File: src/rtl/uart_pkg.sv
// Shared types and helpers for the 8N1 UART transceiver.
package uart_pkg;

  localparam int unsigned DATA_BITS = 8;

  typedef enum logic [1:0] {TxIdle, TxStart, TxBits, TxStop} tx_state_t;

  typedef enum logic [2:0] {RxIdle, RxStart, RxBits, RxStop, RxWaitIdle} rx_state_t;

  function automatic int unsigned clks_per_bit(input int unsigned clk_freq,
                                               input int unsigned baud);
    return clk_freq / baud;
  endfunction

endpackage

File: src/rtl/uart_tx_engine.sv
// UART transmit path: FSM, shift register and bit counter; TxD and busy are registered.
module uart_tx_engine
  import uart_pkg::*;
#(
  parameter int unsigned CLKS_PER_BIT = 434
) (
  input  logic                 clk,
  input  logic                 reset,
  input  logic                 transmit_i,
  input  logic [DATA_BITS-1:0] tx_data_i,
  output logic                 txd_o,
  output logic                 busy_o
);

  localparam int unsigned CntW = $clog2(CLKS_PER_BIT);
  localparam logic [CntW-1:0] CntLast = CntW'(CLKS_PER_BIT - 1);

  tx_state_t            state_q, state_d;
  logic [CntW-1:0]      cnt_q, cnt_d;
  logic [2:0]           bit_q, bit_d;
  logic [DATA_BITS-1:0] shift_q, shift_d;
  logic                 txd_q, txd_d;
  logic                 busy_q, busy_d;

  always_ff @(posedge clk or posedge reset) begin
    if (reset) begin
      state_q <= TxIdle;
      cnt_q   <= '0;
      bit_q   <= '0;
      shift_q <= '0;
      txd_q   <= 1'b1;
      busy_q  <= 1'b0;
    end else begin
      state_q <= state_d;
      cnt_q   <= cnt_d;
      bit_q   <= bit_d;
      shift_q <= shift_d;
      txd_q   <= txd_d;
      busy_q  <= busy_d;
    end
  end

  always_comb begin
    state_d = state_q;
    cnt_d   = cnt_q + CntW'(1);
    bit_d   = bit_q;
    shift_d = shift_q;
    unique case (state_q)
      TxIdle: begin
        cnt_d = '0;
        if (transmit_i) begin
          state_d = TxStart;
          shift_d = tx_data_i;
          bit_d   = '0;
        end
      end
      TxStart: begin
        if (cnt_q == CntLast) begin
          cnt_d   = '0;
          state_d = TxBits;
        end
      end
      TxBits: begin
        if (cnt_q == CntLast) begin
          cnt_d = '0;
          if (bit_q == 3'(DATA_BITS - 1)) begin
            state_d = TxStop;
          end else begin
            bit_d   = bit_q + 3'd1;
            shift_d = {1'b0, shift_q[DATA_BITS-1:1]};
          end
        end
      end
      TxStop: begin
        if (cnt_q == CntLast) begin
          cnt_d   = '0;
          state_d = TxIdle;
        end
      end
      default: state_d = TxIdle;
    endcase
  end

  // Outputs are decoded from the next state so they update on the same edge as the FSM.
  always_comb begin
    busy_d = (state_d != TxIdle);
    unique case (state_d)
      TxStart: txd_d = 1'b0;
      TxBits:  txd_d = shift_d[0];
      default: txd_d = 1'b1;
    endcase
  end

  assign txd_o  = txd_q;
  assign busy_o = busy_q;

endmodule

File: src/rtl/uart_transceiver.sv
// Full-duplex 8N1 UART: TX engine plus synchronised RX path.
// Define UART_LOOPBACK_EN to feed the receiver from TxD instead of the RxD pin.
module uart_transceiver
  import uart_pkg::*;
#(
  parameter int unsigned CLK_FREQ     = 50000000,
  parameter int unsigned BAUD         = 115200,
  parameter int unsigned CLKS_PER_BIT = clks_per_bit(CLK_FREQ, BAUD)
) (
  input  logic                 clk,
  input  logic                 reset,
  input  logic                 transmit,
  input  logic [DATA_BITS-1:0] TxData,
  output logic                 TxD,
  output logic                 busy,
  input  logic                 RxD,
  output logic [DATA_BITS-1:0] RxData,
  output logic                 valid_rx
);

  localparam int unsigned CntW = $clog2(CLKS_PER_BIT);
  localparam logic [CntW-1:0] CntLast = CntW'(CLKS_PER_BIT - 1);
  localparam logic [CntW-1:0] CntHalf = CntW'(CLKS_PER_BIT / 2 - 1);

  uart_tx_engine #(
    .CLKS_PER_BIT(CLKS_PER_BIT)
  ) u_tx (
    .clk       (clk),
    .reset     (reset),
    .transmit_i(transmit),
    .tx_data_i (TxData),
    .txd_o     (TxD),
    .busy_o    (busy)
  );

  logic rx_in;
`ifdef UART_LOOPBACK_EN
  logic unused_rxd;
  assign unused_rxd = RxD;
  assign rx_in      = TxD;
`else
  assign rx_in = RxD;
`endif

  // Synchroniser flops reset to the idle line level so reset never looks like a start edge.
  logic rx_meta_q, rx_sync_q, rx_prev_q;
  always_ff @(posedge clk or posedge reset) begin
    if (reset) begin
      rx_meta_q <= 1'b1;
      rx_sync_q <= 1'b1;
      rx_prev_q <= 1'b1;
    end else begin
      rx_meta_q <= rx_in;
      rx_sync_q <= rx_meta_q;
      rx_prev_q <= rx_sync_q;
    end
  end

  rx_state_t            rx_state_q, rx_state_d;
  logic [CntW-1:0]      rx_cnt_q, rx_cnt_d;
  logic [2:0]           rx_bit_q, rx_bit_d;
  logic [DATA_BITS-1:0] rx_shift_q, rx_shift_d;
  logic [DATA_BITS-1:0] rx_data_q, rx_data_d;
  logic                 rx_valid_q, rx_valid_d;

  always_ff @(posedge clk or posedge reset) begin
    if (reset) begin
      rx_state_q <= RxIdle;
      rx_cnt_q   <= '0;
      rx_bit_q   <= '0;
      rx_shift_q <= '0;
      rx_data_q  <= '0;
      rx_valid_q <= 1'b0;
    end else begin
      rx_state_q <= rx_state_d;
      rx_cnt_q   <= rx_cnt_d;
      rx_bit_q   <= rx_bit_d;
      rx_shift_q <= rx_shift_d;
      rx_data_q  <= rx_data_d;
      rx_valid_q <= rx_valid_d;
    end
  end

  always_comb begin
    rx_state_d = rx_state_q;
    rx_cnt_d   = rx_cnt_q + CntW'(1);
    rx_bit_d   = rx_bit_q;
    rx_shift_d = rx_shift_q;
    unique case (rx_state_q)
      RxIdle: begin
        rx_cnt_d = '0;
        if (rx_prev_q && !rx_sync_q) rx_state_d = RxStart;
      end
      RxStart: begin
        if (rx_cnt_q == CntHalf) begin
          rx_cnt_d   = '0;
          rx_bit_d   = '0;
          rx_state_d = rx_sync_q ? RxIdle : RxBits;
        end
      end
      RxBits: begin
        if (rx_cnt_q == CntLast) begin
          rx_cnt_d   = '0;
          rx_shift_d = {rx_sync_q, rx_shift_q[DATA_BITS-1:1]};
          if (rx_bit_q == 3'(DATA_BITS - 1)) rx_state_d = RxStop;
          else rx_bit_d = rx_bit_q + 3'd1;
        end
      end
      RxStop: begin
        if (rx_cnt_q == CntLast) begin
          rx_cnt_d   = '0;
          rx_state_d = rx_sync_q ? RxIdle : RxWaitIdle;
        end
      end
      RxWaitIdle: begin
        rx_cnt_d = '0;
        if (rx_sync_q) rx_state_d = RxIdle;
      end
      default: rx_state_d = RxIdle;
    endcase
  end

  always_comb begin
    rx_valid_d = (rx_state_q == RxStop) && (rx_cnt_q == CntLast) && rx_sync_q;
    rx_data_d  = rx_valid_d ? rx_shift_q : rx_data_q;
  end

  assign RxData   = rx_data_q;
  assign valid_rx = rx_valid_q;

endmodule

File: config.mk
export PLATFORM = sky130hd
export DESIGN_NAME = uart_transceiver
export DESIGN_NICKNAME = d
export VERILOG_FILES = /design/src/rtl/uart_pkg.sv /design/src/rtl/uart_tx_engine.sv /design/src/rtl/uart_transceiver.sv
export SDC_FILE = /design/constraint.sdc
export NUM_CORES = 1
export LEC_CHECK = 0
export CORE_MARGIN = 5
export CORE_UTILIZATION = 52
export DETAILED_ROUTE_END_ITERATION = 6
export GPL_TIMING_DRIVEN = 0
export PLACE_DENSITY = 0.82
export SYNTH_ARGS = -nofsm -noshare
export SYNTH_HDL_FRONTEND = slang
export SYNTH_SLANG_ARGS = --single-unit
File: constraint.sdc
create_clock -name clk -period 1.8 [get_ports clk]
set_input_delay 0.18 -clock clk [delete_from_list [all_inputs] [get_ports clk]]
set_output_delay 0.18 -clock clk [all_outputs]
set_load 0.03 [all_outputs]
==> impl_summary.log <==
INFO  metric result_of_the_run = complete, but fails checks
INFO  metric violations = setup timing
INFO  metric gpl.final_weighted_congestion = approximately 0.80
INFO  metric ys_dominant_reg_cell = dfrtp_1
INFO  metric critical_path.reg2reg.endpoint = u_tx.bit_q[1]
INFO  metric port-buffer-count = 22
INFO  metric grt_pass1_vias = roughly 1.9k
INFO  metric place_area = 0.003233 mm²
INFO  metric syn-instance-count = 236
INFO  metric place.detailed.hpwl = between 3000 and 4000 µm
INFO  metric drt-total-wl = about 5400 µm
INFO  metric worst-endpoint-required = 2030 ps
INFO  metric timing.reg2reg.setup_slack = -30 ps
INFO  metric yosysUniqueCellTypes = 60
INFO  metric power_leakage = 0.001668 µW
INFO  metric clock_buffer_count_from_cts = 9
INFO  metric design.portCount = 23
INFO  metric cp-end-kind = register
INFO  metric root_cell_of_the_clock_tree = clkbuf_8
INFO  metric post_route_cells_drive_above_1_share = 33.45%
INFO  metric die_w = around 85 µm
INFO  metric layout_commonest_cell = dfrtp_1
INFO  metric grt_use_total = between 15 and 20%
INFO  metric cts.reportedPaths.clkPinSlew = roughly 70 ps
INFO  metric pwr_density_cell = between 1000 and 1500 mW/mm²
INFO  metric stdcell_area = around 0.0037 mm²
INFO  metric total_power = ~4100 µW
INFO  metric cts_hold_buf = 0
INFO  metric fin_crit_sh = 101.9%
INFO  metric routed_wire_length_per_instance = approximately 15 µm
INFO  metric rows = 27
INFO  metric postRouteAntennaNets = 0
INFO  metric path_cells = ha_2 -> ha_4 -> nor4_4 -> mux2_4 -> a22o_1
INFO  metric area.growth.synth_to_final = 27.28%
INFO  metric post_synth.cell_area_avg = ~12 µm²
INFO  metric antenna_found_initial = 0
INFO  metric timing.setup.critical_path_class = reg -> reg
INFO  metric detailroute.via_count = 1962
INFO  metric design.final.nets = just over 300
INFO  metric floorplan.die.height = around 85 µm
INFO  metric cpMaxStageDelayCell = nor4_4
INFO  metric antenna_cells = 0
INFO  metric maximum_count_of_clock_buffers_along_a_single_path = 2
INFO  metric combPwrFrac = about a quarter
INFO  metric synthesis.area = 0.002894 mm²
INFO  metric final_cell_mix = dfrtp_1, clkdlybuf4s50_1, nor2_1
INFO  metric cp_max_fo = 3
INFO  metric tritoncts = built
INFO  metric finalSetupViolCount = 10
INFO  metric rsz_0062_raised_after_global_routing = yes
INFO  metric postSynthRegisterBits = between 50 and 60
INFO  metric drc = 0
INFO  metric timing.critical_path.from_type = register
INFO  metric intPower = between 2000 and 3000 µW
INFO  metric worst_path_dominant_cell_family = simple AND/OR/NAND/NOR gates
INFO  metric design.die.area = about 0.007 mm²
INFO  metric power_frac_seq = 41.0%
INFO  metric fmax = around 550 MHz
INFO  metric firstDrtPassIters = 4
INFO  metric min_period = about 1800 ps
INFO  metric post-route-util = between 60% and 70%
INFO  metric switching_fraction_of_total_power = between 30% and 40%
INFO  metric reg2reg_depth = 5
INFO  metric synth.yosys.seq_area_share = around 50%
INFO  metric worstSkewPairLatency = roughly 340 ps
INFO  metric drt-initial-drc-count = slightly below 90
INFO  metric worstMarginPinSlew = 711.4 ps
INFO  metric setup_ws = -33.32 ps
INFO  metric numClockSinks = 59
INFO  metric relSlewSlack = 52.51%
INFO  metric report.final.slew_viol_count = 0
INFO  metric grt_start_max_net_pins = 35
INFO  metric timing.rr.start = u_tx.bit_q[1]
INFO  metric crit_path_max_incr_delay = 410 ps
INFO  metric ys_warn_count = 0
INFO  metric synth_edf_count = 0
INFO  metric async_reset_ff_share = 100.0%
INFO  metric min_delay_path_depth = 1
INFO  metric first_pass_grt_wire_length = 8742 µm
INFO  metric hold_class = in -> reg
INFO  metric timing.final.hold_violations = 0
INFO  metric clockPowerShare = 33.3%
INFO  metric worst_ir_drop_vdd = slightly below 0.0009 V
INFO  metric fp.coreArea = ~0.0055 mm²
INFO  metric avgViaCountPerCell = 5.420
INFO  metric cap_violations = 0
INFO  metric grt_overflow_total = 0
INFO  metric floorplan.initialDensity = a little over half
INFO  metric worst-path-buf-inv = 0
INFO  metric net-switching-power = 1257 µW
INFO  metric cts_max_level = 3
INFO  metric synth_fp_nets = 257
INFO  metric clock-skew-final = 14.02 ps
INFO  metric whs_endpoint = rx_meta_q
INFO  metric worstPathArrival = 2060 ps
INFO  metric pre_cts_slack = -143.4 ps
INFO  metric hold_path.startpoint = RxD
INFO  metric fin_tns_setup = -111.5 ps
==> Yosys cell counts (2+ instances only) <==
master | number | share of area [%]
dfrtp_1 | 55 | 48
nor2_1 | 16 | 2.1
inv_1 | 11 | 1.4
mux2_2 | 10 | 3.9
mux2_4 | 10 | 5.2
ha_1 | 9 | 3.9
xnor2_1 | 9 | 2.7
a22o_1 | 8 | 2.4
nor2_2 | 8 | 1.7
nand2_1 | 7 | 0.91
a21o_1 | 6 | 1.6
a21oi_1 | 6 | 1.0
nand3_1 | 6 | 1.0
o21ai_0 | 6 | 1.0
dfstp_2 | 4 | 3.6
nor3_1 | 4 | 0.69
xor2_1 | 4 | 1.2
and3_1 | 3 | 0.65
buf_6 | 3 | 1.2
nand2b_1 | 3 | 0.65
nor2b_1 | 3 | 0.65
mux2_1 | 2 | 0.78
mux2i_1 | 2 | 0.69
nor4bb_1 | 2 | 0.69
o211ai_2 | 2 | 0.86
or3_1 | 2 | 0.43
or3b_4 | 2 | 0.78
==> how the worst max path moves through the flow <==
stage / from / endpoint / slack, ps / cells past startpoint
2_1_floorplan: u_tx.cnt_q[1] / u_tx.bit_q[1] / 4 / 6
3_3_place_gp: reset / u_tx.shift_q[5] / -860 / 2
3_5_place_dp: rx_cnt_q[1] / RxData[7] / -140 / 8
4_1_cts: rx_cnt_q[1] / RxData[6] / -50 / 8
5_1_grt: u_tx.bit_q[0] / u_tx.bit_q[1] / -80 / 5
6_report: u_tx.bit_q[1] / u_tx.bit_q[1] / -30 / 5
==> cell type report <==
cell class | count | area (µm²)
repair buffers | 39 | 381.6
fillers | 393 | 1789
multi-input cells | 157 | 1396
clock inverters | 7 | 100.1
plain buffers | 8 | 67.56
clock buffers | 9 | 123.9
well taps | 72 | 90.09
inverters | 11 | 41.29
flip-flops and latches | 59 | 1483
==> sequential cells by signal, summed over array words and instances, names as in the netlist <==
signal and count:
rx_cnt_q 9, rx_state_q 3, u_tx.cnt_q 9, rx_meta_q 1, valid_rx 1, u_tx.busy_o 1, u_tx.shift_q 8, rx_shift_q 8
rx_prev_q 1, RxData 8, u_tx.txd_o 1, u_tx.state_q 2, rx_bit_q 3, rx_sync_q 1, u_tx.bit_q 3
==> power groups by stage <==
stage                     combinational (µW)  sequential [µW]  clock, µW
final                                   1050             1670       1360
after global routing                    1150             1700       1450
after CTS                                912             1660       1390
after detailed placement                 841             1700          0
after global placement                   793             1690          0
after floorplan                          684             1660          0
==> metrics by stage <==
stage / hold slack, ps / instances
floorplan: 184.5 / 236
global placement: 346.1 / 330
detailed placement: 350.0 / 331
CTS: 224.0 / 356
global route: 233.3 / 362
finish: 238.9 / 362
==> timing repair <==
action,CTS,global route
endpoints found under the setup margin,13,38
gates cloned,0,1
pin swaps,5,8
buffers inserted,9,6
resized for setup,7,14
==> worst reg2reg max path, stage by stage, from the launching register on <==
cell     delay, ps
dfrtp_1        390
ha_2           210
ha_4           170
nor4_4         410
mux2_4         340
a22o_1         210
==> layer usage <==
layer / global-route usage [%] / vias up / share of wire (%)
li1: - / 940 / -
met1: 19.02 / 968 / 45
met2: 23.91 / 42 / 49
met3: 3.533 / 12 / 4.0
met4: 10.36 / 0 / 2.4
met5: 0 / - / 0
==> cell families after synthesis <==
| logic type | synth area share [%] |
|---|---|
| fa+ha+maj | 3.891 |
| flops | 51.19 |
| buf+inv | 4.150 |
| mux | 10.55 |
| simple gates | 15.95 |
| compound gates | 10.33 |
| xor+xnor | 3.934 |
No activity file was read; power rests on OpenSTA's default activity.
